## src/rtl/tt_um_rr_arbiter_7_segment_pkg.sv

```systemverilog
// tt_um_rr_arbiter_7_segment_pkg: shared FSM states and 7-segment codes
// Contents: state_t (IDLE/GRANT/COOL), SEG_TABLE (gfedcba per index 0..7), SEG_BLANK
package tt_um_rr_arbiter_7_segment_pkg;

    typedef enum logic [1:0] {IDLE, GRANT, COOL} state_t;

    localparam logic [6:0] SEG_BLANK = 7'b0000000;

    localparam logic [6:0] SEG_TABLE [8] = '{
        7'b0111111, 7'b0000110, 7'b1011011, 7'b1001111,
        7'b1100110, 7'b1101101, 7'b1111101, 7'b0000111
    };

    function automatic logic [6:0] seg_code(input logic [2:0] idx);
        return SEG_TABLE[idx];
    endfunction

endpackage

```

## src/rtl/tt_um_rr_arbiter_7_segment_rr_priority_pick.sv

```systemverilog
// rr_priority_pick: combinational rotating-priority search over 8 requests
// Ports: req[7:0] requests, last[2:0] previous winner,
//        valid = any request set, index[2:0] = first set bit from last+1 upward (mod 8)
module rr_priority_pick (
    input  logic [7:0] req,
    input  logic [2:0] last,
    output logic       valid,
    output logic [2:0] index
);

    // Walk from the lowest priority (offset 8 == last) to the highest (offset 1)
    // so the final hit is the nearest requester after last.
    always_comb begin
        valid = 1'b0;
        index = 3'd0;
        for (int i = 8; i >= 1; i--)
            if (req[last + 3'(i)]) begin
                valid = 1'b1;
                index = last + 3'(i);
            end
    end

endmodule

```

## src/rtl/tt_um_rr_arbiter_7_segment.sv

```systemverilog
// tt_um_rr_arbiter_7_segment: 8-way round-robin arbiter with timeout and 7-segment grant display
// Ports: clk, rst_n (async active-low), req[7:0] requests, rel (grantee finished, sampled in GRANT),
//        gnt[7:0] one-hot grant, busy (in GRANT), timeout (1-cycle revoke pulse),
//        segments[6:0] gfedcba of granted index, none (high when no grant)
module tt_um_rr_arbiter_7_segment
    import tt_um_rr_arbiter_7_segment_pkg::*;
#(
    parameter int TIMEOUT = 15
) (
    input  logic       clk,
    input  logic       rst_n,
    input  logic [7:0] req,
    input  logic       rel,
    output logic [7:0] gnt,
    output logic       busy,
    output logic       timeout,
    output logic [6:0] segments,
    output logic       none
);

    localparam int CW = (TIMEOUT == 0) ? 1 : $clog2(TIMEOUT + 1);

    state_t          state;
    logic [2:0]      last;
    logic [2:0]      idx;
    logic [CW-1:0]   cnt;
    logic            valid;
    logic [2:0]      pick;
    logic            drop;
    logic            limit;

    rr_priority_pick u_pick (
        .req   (req),
        .last  (last),
        .valid (valid),
        .index (pick)
    );

    // A voluntary end (release or request withdrawn) wins over the limit,
    // so the timeout pulse only fires when the grant is truly revoked.
    assign drop  = rel || !req[idx];
    assign limit = (TIMEOUT != 0) && (cnt == CW'(TIMEOUT - 1));

    always_ff @(posedge clk or negedge rst_n) begin
        if (!rst_n) begin
            state    <= IDLE;
            last     <= 3'd7;
            idx      <= 3'd0;
            cnt      <= '0;
            gnt      <= 8'd0;
            busy     <= 1'b0;
            timeout  <= 1'b0;
            segments <= SEG_BLANK;
            none     <= 1'b1;
        end else begin
            case (state)
                IDLE: begin
                    timeout <= 1'b0;
                    if (valid) begin
                        state    <= GRANT;
                        gnt      <= 8'd1 << pick;
                        idx      <= pick;
                        last     <= pick;
                        cnt      <= '0;
                        busy     <= 1'b1;
                        segments <= seg_code(pick);
                        none     <= 1'b0;
                    end
                end
                GRANT: begin
                    cnt <= cnt + 1'b1;
                    if (drop || limit) begin
                        state    <= COOL;
                        gnt      <= 8'd0;
                        busy     <= 1'b0;
                        segments <= SEG_BLANK;
                        none     <= 1'b1;
                        timeout  <= limit && !drop;
                    end
                end
                COOL: begin
                    state   <= IDLE;
                    timeout <= 1'b0;
                end
                default: state <= IDLE;
            endcase
        end
    end

endmodule

```

## config.mk

```make
export PLATFORM = sky130hd
export DESIGN_NAME = tt_um_rr_arbiter_7_segment
export DESIGN_NICKNAME = d
export VERILOG_FILES = /design/src/rtl/tt_um_rr_arbiter_7_segment_pkg.sv /design/src/rtl/tt_um_rr_arbiter_7_segment_rr_priority_pick.sv /design/src/rtl/tt_um_rr_arbiter_7_segment.sv
export SDC_FILE = /design/constraint.sdc
export NUM_CORES = 1
export LEC_CHECK = 0
export BUFFER_PORTS_ARGS = -buffer_cell sky130_fd_sc_hd__buf_2
export CAP_MARGIN = 20
export CORE_MARGIN = 2
export CORE_UTILIZATION = 55
export CTS_BUF_LIST = sky130_fd_sc_hd__clkbuf_4
export DETAILED_ROUTE_END_ITERATION = 10
export PLACE_DENSITY = 0.76
export SLEW_MARGIN = 20
export SYNTH_ARGS = -nofsm -noshare
export SYNTH_HDL_FRONTEND = slang
export SYNTH_SLANG_ARGS = --single-unit
```

## constraint.sdc

```tcl
create_clock -name clk -period 4.5 [get_ports clk]
set_clock_uncertainty 0.1 [all_clocks]
set_input_delay 0.45 -clock clk [delete_from_list [all_inputs] [get_ports clk]]
set_output_delay 0.45 -clock clk [all_outputs]
set_load 0.01 [all_outputs]
```

# Yosys cells after proc, flatten, opt, wreduce, memory -nomap -nowiden

Memories as Yosys holds them, arrays and structs flattened.
Index checks and enable logic that the tools add are counted.

Register bits after elaboration: 30
ROM bits: 56
Output and inout bits: 18
Logic and storage cells: 104
Memories kept: 1

Eq/ne operators: 5
Bitwise logic cells: 1
Magnitude comparators: 10
Mux-type cells: 55
Reductions and logical operators: 14
Add/subtract/negate cells: 8
Shift-type cells: 1

Memories:

| memory           | words | bits a word | read ports | clocked after Yosys merged registers in | wr ports | RTL line                             | source |
|---|---|---|---|---|---|---|---|
| (name not given) | 8     | 7           | 1          | 0                                       | 0        | tt_um_rr_arbiter_7_segment_pkg.sv:15 | `return SEG_TABLE[idx];` |

Operator list:

| cell                                                                  | number |
|---|---|
| 3-bit by 4-bit < comparator with 1-bit output (second input constant) | 9 |
| 7-bit 2-to-1 mux                                                      | 4 |
| 1-bit binary-select mux with 3-bit select                             | 9 |
| 3-bit 2-to-1 mux                                                      | 8 |
| 1-bit 2-to-1 mux                                                      | 22 |
| 8-bit 2-to-1 mux                                                      | 2 |
| 8-bit case mux with 2 select lines                                    | 1 |
| 7-bit case mux with 2 select lines                                    | 1 |
| 3-bit adder (second input constant)                                   | 4 |
| 4-bit case mux with 2 select lines                                    | 1 |
| 2-bit AND reduction                                                   | 4 |
| 1-bit by 3-bit << shifter with 8-bit output (first input constant)    | 1 |
| 3-bit by 2-bit adder with 3-bit output (second input constant)        | 2 |
| 1-bit case mux with 2 select lines                                    | 3 |
| 4-bit by 1-bit adder with 4-bit output (second input constant)        | 1 |
| 4-bit equality test (second input constant)                           | 1 |
| 4-bit greater-or-equal comparator (second input constant)             | 1 |
| 2-bit 2-to-1 mux                                                      | 2 |
| 4-bit 2-to-1 mux                                                      | 1 |
| 3-bit inverter with 4-bit output                                      | 1 |
| 2-bit case mux with 2 select lines                                    | 1 |
| 2-bit nonzero test                                                    | 2 |
| 3-bit by 1-bit adder with 3-bit output (second input constant)        | 1 |
| 3-bit AND reduction                                                   | 1 |
| other kinds (9)                                                       | 11 |

# Logic depth before layout (Yosys ltp)

Depth after elaboration: 16
Depth in mapped cells: 14

# By module

From an unflattened synthesis, not the netlist that was laid out.

Cell total of the unflattened synthesis: 214
Area, all modules: 2139.6 um2

By module, submodules not included:

| module                     | times used | sequential area each (um2) | cells each | area an instance (um2) |
|---|---|---|---|---|
| tt_um_rr_arbiter_7_segment | 1          | 755.7                      | 137        | 1465.2 |
| rr_priority_pick           | 1          | 0.0                        | 77         | 674.4 |

# Worst setup path before layout

OpenSTA, ideal clock, no wires.

Path kind: register to register
Start point: register last[0]
End point: register segments[5]
Arrival time: 3.710 ns
Setup slack: 0.568 ns
Library setup time: 0.122 ns
Data required time: 4.278 ns
Stages on the path, launching flop included: 15
Buffers on the path: 3
Clock period less this slack: 3.932 ns
Path through: dfstp_2 > buf_6 > buf_6 > inv_2 > ha_1 > buf_2 > mux4_2 > mux2_2 > o221ai_1 > a211oi_2 > a311oi_4 > inv_1 > ha_1 > or3_1 > a32o_1

Longest elaborated chain between the ends: 16
Elaborated cells on any way between the ends: 47

Ends and longest elaborated chain:

| element                                                                       | RTL line                                                                                             | source |
|---|---|---|
| from (decl)                                                                   | tt_um_rr_arbiter_7_segment.sv:24                                                                     | `logic [2:0] last;` |
| from (signal assigned)                                                        | tt_um_rr_arbiter_7_segment.sv:63                                                                     | `last <= pick;` |
| 3-bit adder or 1-bit binary-select mux with 3-bit select (tied branches)      | tt_um_rr_arbiter_7_segment_rr_priority_pick.sv:17, tt_um_rr_arbiter_7_segment_rr_priority_pick.sv:19 |  |
| 1-bit binary-select mux with 3-bit select or 1-bit 2-to-1 mux (tied branches) | tt_um_rr_arbiter_7_segment_rr_priority_pick.sv:17                                                    | `if (req[last + 3'(i)]) begin` |
| 1-bit 2-to-1 mux (implied by the code) or 3-bit 2-to-1 mux (tied branches)    | tt_um_rr_arbiter_7_segment_rr_priority_pick.sv:17                                                    |  |
| 3-bit 2-to-1 mux (6 in a row)                                                 | tt_um_rr_arbiter_7_segment_rr_priority_pick.sv:17                                                    |  |
| 3-bit 2-to-1 mux (*)                                                          | tt_um_rr_arbiter_7_segment_rr_priority_pick.sv:17                                                    |  |
| named net pick[0]                                                             | tt_um_rr_arbiter_7_segment.sv:28                                                                     | `logic [2:0] pick;` |
| 3-bit inverter with 4-bit output (implied by the code) (*)                    | tt_um_rr_arbiter_7_segment_pkg.sv:15                                                                 |  |
| memory read 8 x 7 bit (*)                                                     | -                                                                                                    |  |
| 7-bit 2-to-1 mux (implied by the code) (*) (2 in a row)                       | tt_um_rr_arbiter_7_segment_pkg.sv:15                                                                 |  |
| 7-bit 2-to-1 mux (*)                                                          | tt_um_rr_arbiter_7_segment.sv:59                                                                     | `if (valid) begin` |
| 7-bit case mux with 2 select lines (*)                                        | tt_um_rr_arbiter_7_segment.sv:56                                                                     | `case (state)` |
| to (signal assigned)                                                          | tt_um_rr_arbiter_7_segment.sv:66                                                                     | `segments <= seg_code(pick);` |
| to (decl)                                                                     | tt_um_rr_arbiter_7_segment.sv:17                                                                     | `output logic [6:0] segments,` |

The timed path passes the listed nets; every way through them passes the cells marked *. The select of a mux whose other input is x is not followed.
A chain may end at the register's enable or synchronous reset.

# Worst setup path in the final report

Start point: register last[1]
End point: register segments[5]

Longest elaborated chain between the ends: 16
Elaborated cells on any way between the ends: 47

Ends and longest elaborated chain:

| element                                                                       | RTL line |
|---|---|
| 3-bit adder or 1-bit binary-select mux with 3-bit select (tied branches)      | tt_um_rr_arbiter_7_segment_rr_priority_pick.sv:17, tt_um_rr_arbiter_7_segment_rr_priority_pick.sv:19 |
| 1-bit binary-select mux with 3-bit select or 1-bit 2-to-1 mux (tied branches) | tt_um_rr_arbiter_7_segment_rr_priority_pick.sv:17 |
| 1-bit 2-to-1 mux (implied by the code) or 3-bit 2-to-1 mux (tied branches)    | tt_um_rr_arbiter_7_segment_rr_priority_pick.sv:17 |
| 3-bit 2-to-1 mux (7 in a row)                                                 | tt_um_rr_arbiter_7_segment_rr_priority_pick.sv:17 |
| 3-bit inverter with 4-bit output (implied by the code)                        | tt_um_rr_arbiter_7_segment_pkg.sv:15 |
| memory read 8 x 7 bit                                                         | - |
| 7-bit 2-to-1 mux (implied by the code) (2 in a row)                           | tt_um_rr_arbiter_7_segment_pkg.sv:15 |
| 7-bit 2-to-1 mux                                                              | tt_um_rr_arbiter_7_segment.sv:59 |
| 7-bit case mux with 2 select lines                                            | tt_um_rr_arbiter_7_segment.sv:56 |

Parallel ways exist; a longest one is shown, timed or not. The select of a mux whose other input is x is not followed.

==> reports/summary.txt <==
outcome: finished, final reports clean
Hold Crit Class: input port to async pin
most used flip-flop cell after synthesis: dfrtp_1
die span in y: 68.4 µm
Inserted Diodes: 0
fmax: 250 MHz
Post-Route Utilization: 0.626
total gr overflow: 0
cts repair resizes: 0
largest net degree at the start of global routing: 31
Reg clk slew, reported paths: 90 ps
DP HPWL: 3.81 mm
synth warn: 0
FF+latch count, synth: 30
setup TNS: 0 ps
Tcrit/Tclk final: 0.888
gr usage total: 0.242
die width: 68.4 µm
share of cells above drive strength 1: 0.294
Worst-Skew Late Latency: 330 ps
Max Fanout on Critical Path: 18
post-route ant nets: 0
fill count: 319
die area: 4680 µm²
Critical Path Start: last[1]$_DFFE_PN1P_
Hold Buf Count CTS: 0
Root Driver: clkbuf_4
Sink Count: 30
initial antenna violation count: 0
pre-CTS setup slack: 549 ps
Setup Viol. Count Final: 0
First DRT Iteration DRCs: 161
Critical Path AT: 4120 ps
synthesized area: 2280 µm²
Initial Utilization: 0.571
Buffers on Ports: 28
vias in the first global route: 1760
EDFF count, synth: 0
final hold violations: 0
WL/cell: 17.2 µm
Synth cell types: 56
Final nets: 271
Final Routed Wirelength: 5.21 mm
Post-synth ARST share: 1.00
Vias/cell: 6.35
cts bufs inserted: 5
Post-Synthesis Net Count: 243
hold_ws: 33.9 ps
Slew HR: 0.390
postcts setup bufs: 0
worst slew pin tran: 907 ps
Worst R2R Start: last[1]$_DFFE_PN1P_
# DRC: 0
post-synthesis sequential area ratio: 0.331
Post-Syn Area per Cell: 10.2 µm²
first-pass GRT wire length: 8.32 mm
CP Capture Type: register
Core Rows: 23
max-cap check violation count: 0
CORE AREA: 4000 µm²
placer congestion estimate: 0.866
drt pass-1 iters: 4
unrepaired setup endpoints after global routing: false
kind of critical path: register to register
Ports: 29
final setup margin: 504 ps
Vias: 1919
Required @ worst endpoint: 4620 ps
Period minus WS final: 4000 ps
CTS tree: yes
Setup crit start kind: register
fin. max-slew vios: 0
synthesized netlist cell count: 223
clock buffer depth: 2
H-tree depth: 2
Synth-to-Final Area Change: 9.64%
==> registers in the layout, summed over array words and instances, names as in the netlist <==
signal and count:
busy 1, cnt 4, gnt 8, idx 3
last 3, none 1, segments 7, state 2
timeout 1
==> cell families after synthesis <==
family	share of synthesized area
simple gates	0.137
xor+xnor	0.0115
flops	0.331
compound gates	0.225
fa+ha+maj	0.0493
buf+inv	0.0504
mux	0.196
==> final timing paths <==
check | to | cells after the start | slack, ps
max in group asynchronous | segments[3]$_DFFE_PN0P_ | 1 | 3830
max reg2reg | segments[5]$_DFFE_PN0P_ | 11 | 500
min reg2reg | none$_DFFE_PN1P_ | 2 | 370
min | timeout$_DFFE_PN0P_ | 1 | 30
max | segments[5]$_DFFE_PN0P_ | 11 | 500
min in group clk | state[0]$_DFFE_PN0P_ | 4 | 330
==> area by class of cell <==
type | instances | area (µm²) | share of cell area
clock buffers | 6 | 45.0 | 0.0180
repair buffers | 33 | 178 | 0.0710
flip-flops and latches | 30 | 756 | 0.302
well taps | 50 | 62.6 | 0.0250
multi-input cells | 170 | 1410 | 0.564
clock inverters | 2 | 8.76 | 0.00350
inverters | 11 | 41.3 | 0.0165
==> routing by layer <==
layer,GRT usage,vias up,share of wire
met4,0.110,0,0.0098
met3,0.0263,5,0.047
met1,0.336,944,0.46
met2,0.380,54,0.49
li1,-,916,-
met5,0,-,0
==> synthesized netlist by cell type, types with 4 or more instances <==
| cell | n | area, µm² |
|---|---|---|
| buf_2 | 5 | 25.0 |
| mux2i_1 | 7 | 70.1 |
| inv_1 | 8 | 30.0 |
| mux4_2 | 13 | 293 |
| nand2_1 | 23 | 86.3 |
| mux2_2 | 5 | 56.3 |
| a22o_1 | 4 | 35.0 |
| nand3_1 | 10 | 50.1 |
| dfstp_2 | 4 | 105 |
| nor2_1 | 12 | 45.0 |
| a21oi_1 | 9 | 45.0 |
| nor3_1 | 4 | 20.0 |
| dfrtp_1 | 26 | 651 |
| ha_1 | 9 | 113 |
| o21ai_0 | 13 | 65.1 |
==> stage by stage <==
| step | instance area, µm² | instances |
|---|---|---|
| floorplan | 2280 | 223 |
| global route | 2500 | 302 |
| CTS | 2500 | 302 |
| detailed placement | 2450 | 294 |
| global placement | 2450 | 294 |
| finish | 2500 | 302 |
==> critical path: stages, from the launching register on <==
cell and delay [ps]:
dfstp_2 780, clkinv_1 150, ha_1 340, buf_4 170
mux4_2 390, mux2_2 310, o22ai_1 170, o311ai_0 130
a211o_1 430, ha_1 270, or3_1 380, a32o_1 250
==> layout by cell type, fill, tap and decap left out, drive strengths merged, types with 3 or more instances in the layout <==
| cell | count |
|---|---|
| buf | 33 |
| dfrtp | 26 |
| nand2 | 23 |
| o21ai | 16 |
| mux4 | 13 |
| nor2 | 13 |
| nand3 | 10 |
| a21oi | 9 |
| ha | 9 |
| inv | 9 |
| mux2i | 8 |
| clkbuf | 6 |
| mux2 | 6 |
| nor3 | 5 |
| a22o | 4 |
| dfstp | 4 |
| clkinv | 4 |
| xor2 | 3 |
| o221ai | 3 |
| o21a | 3 |
| nor2b | 3 |
| nand2b | 3 |
| a221oi | 3 |
| o221a | 3 |
| a211oi | 3 |
Power is not shown: default switching activity piles up to over one toggle a cycle in this logic, so the estimate is an artifact.
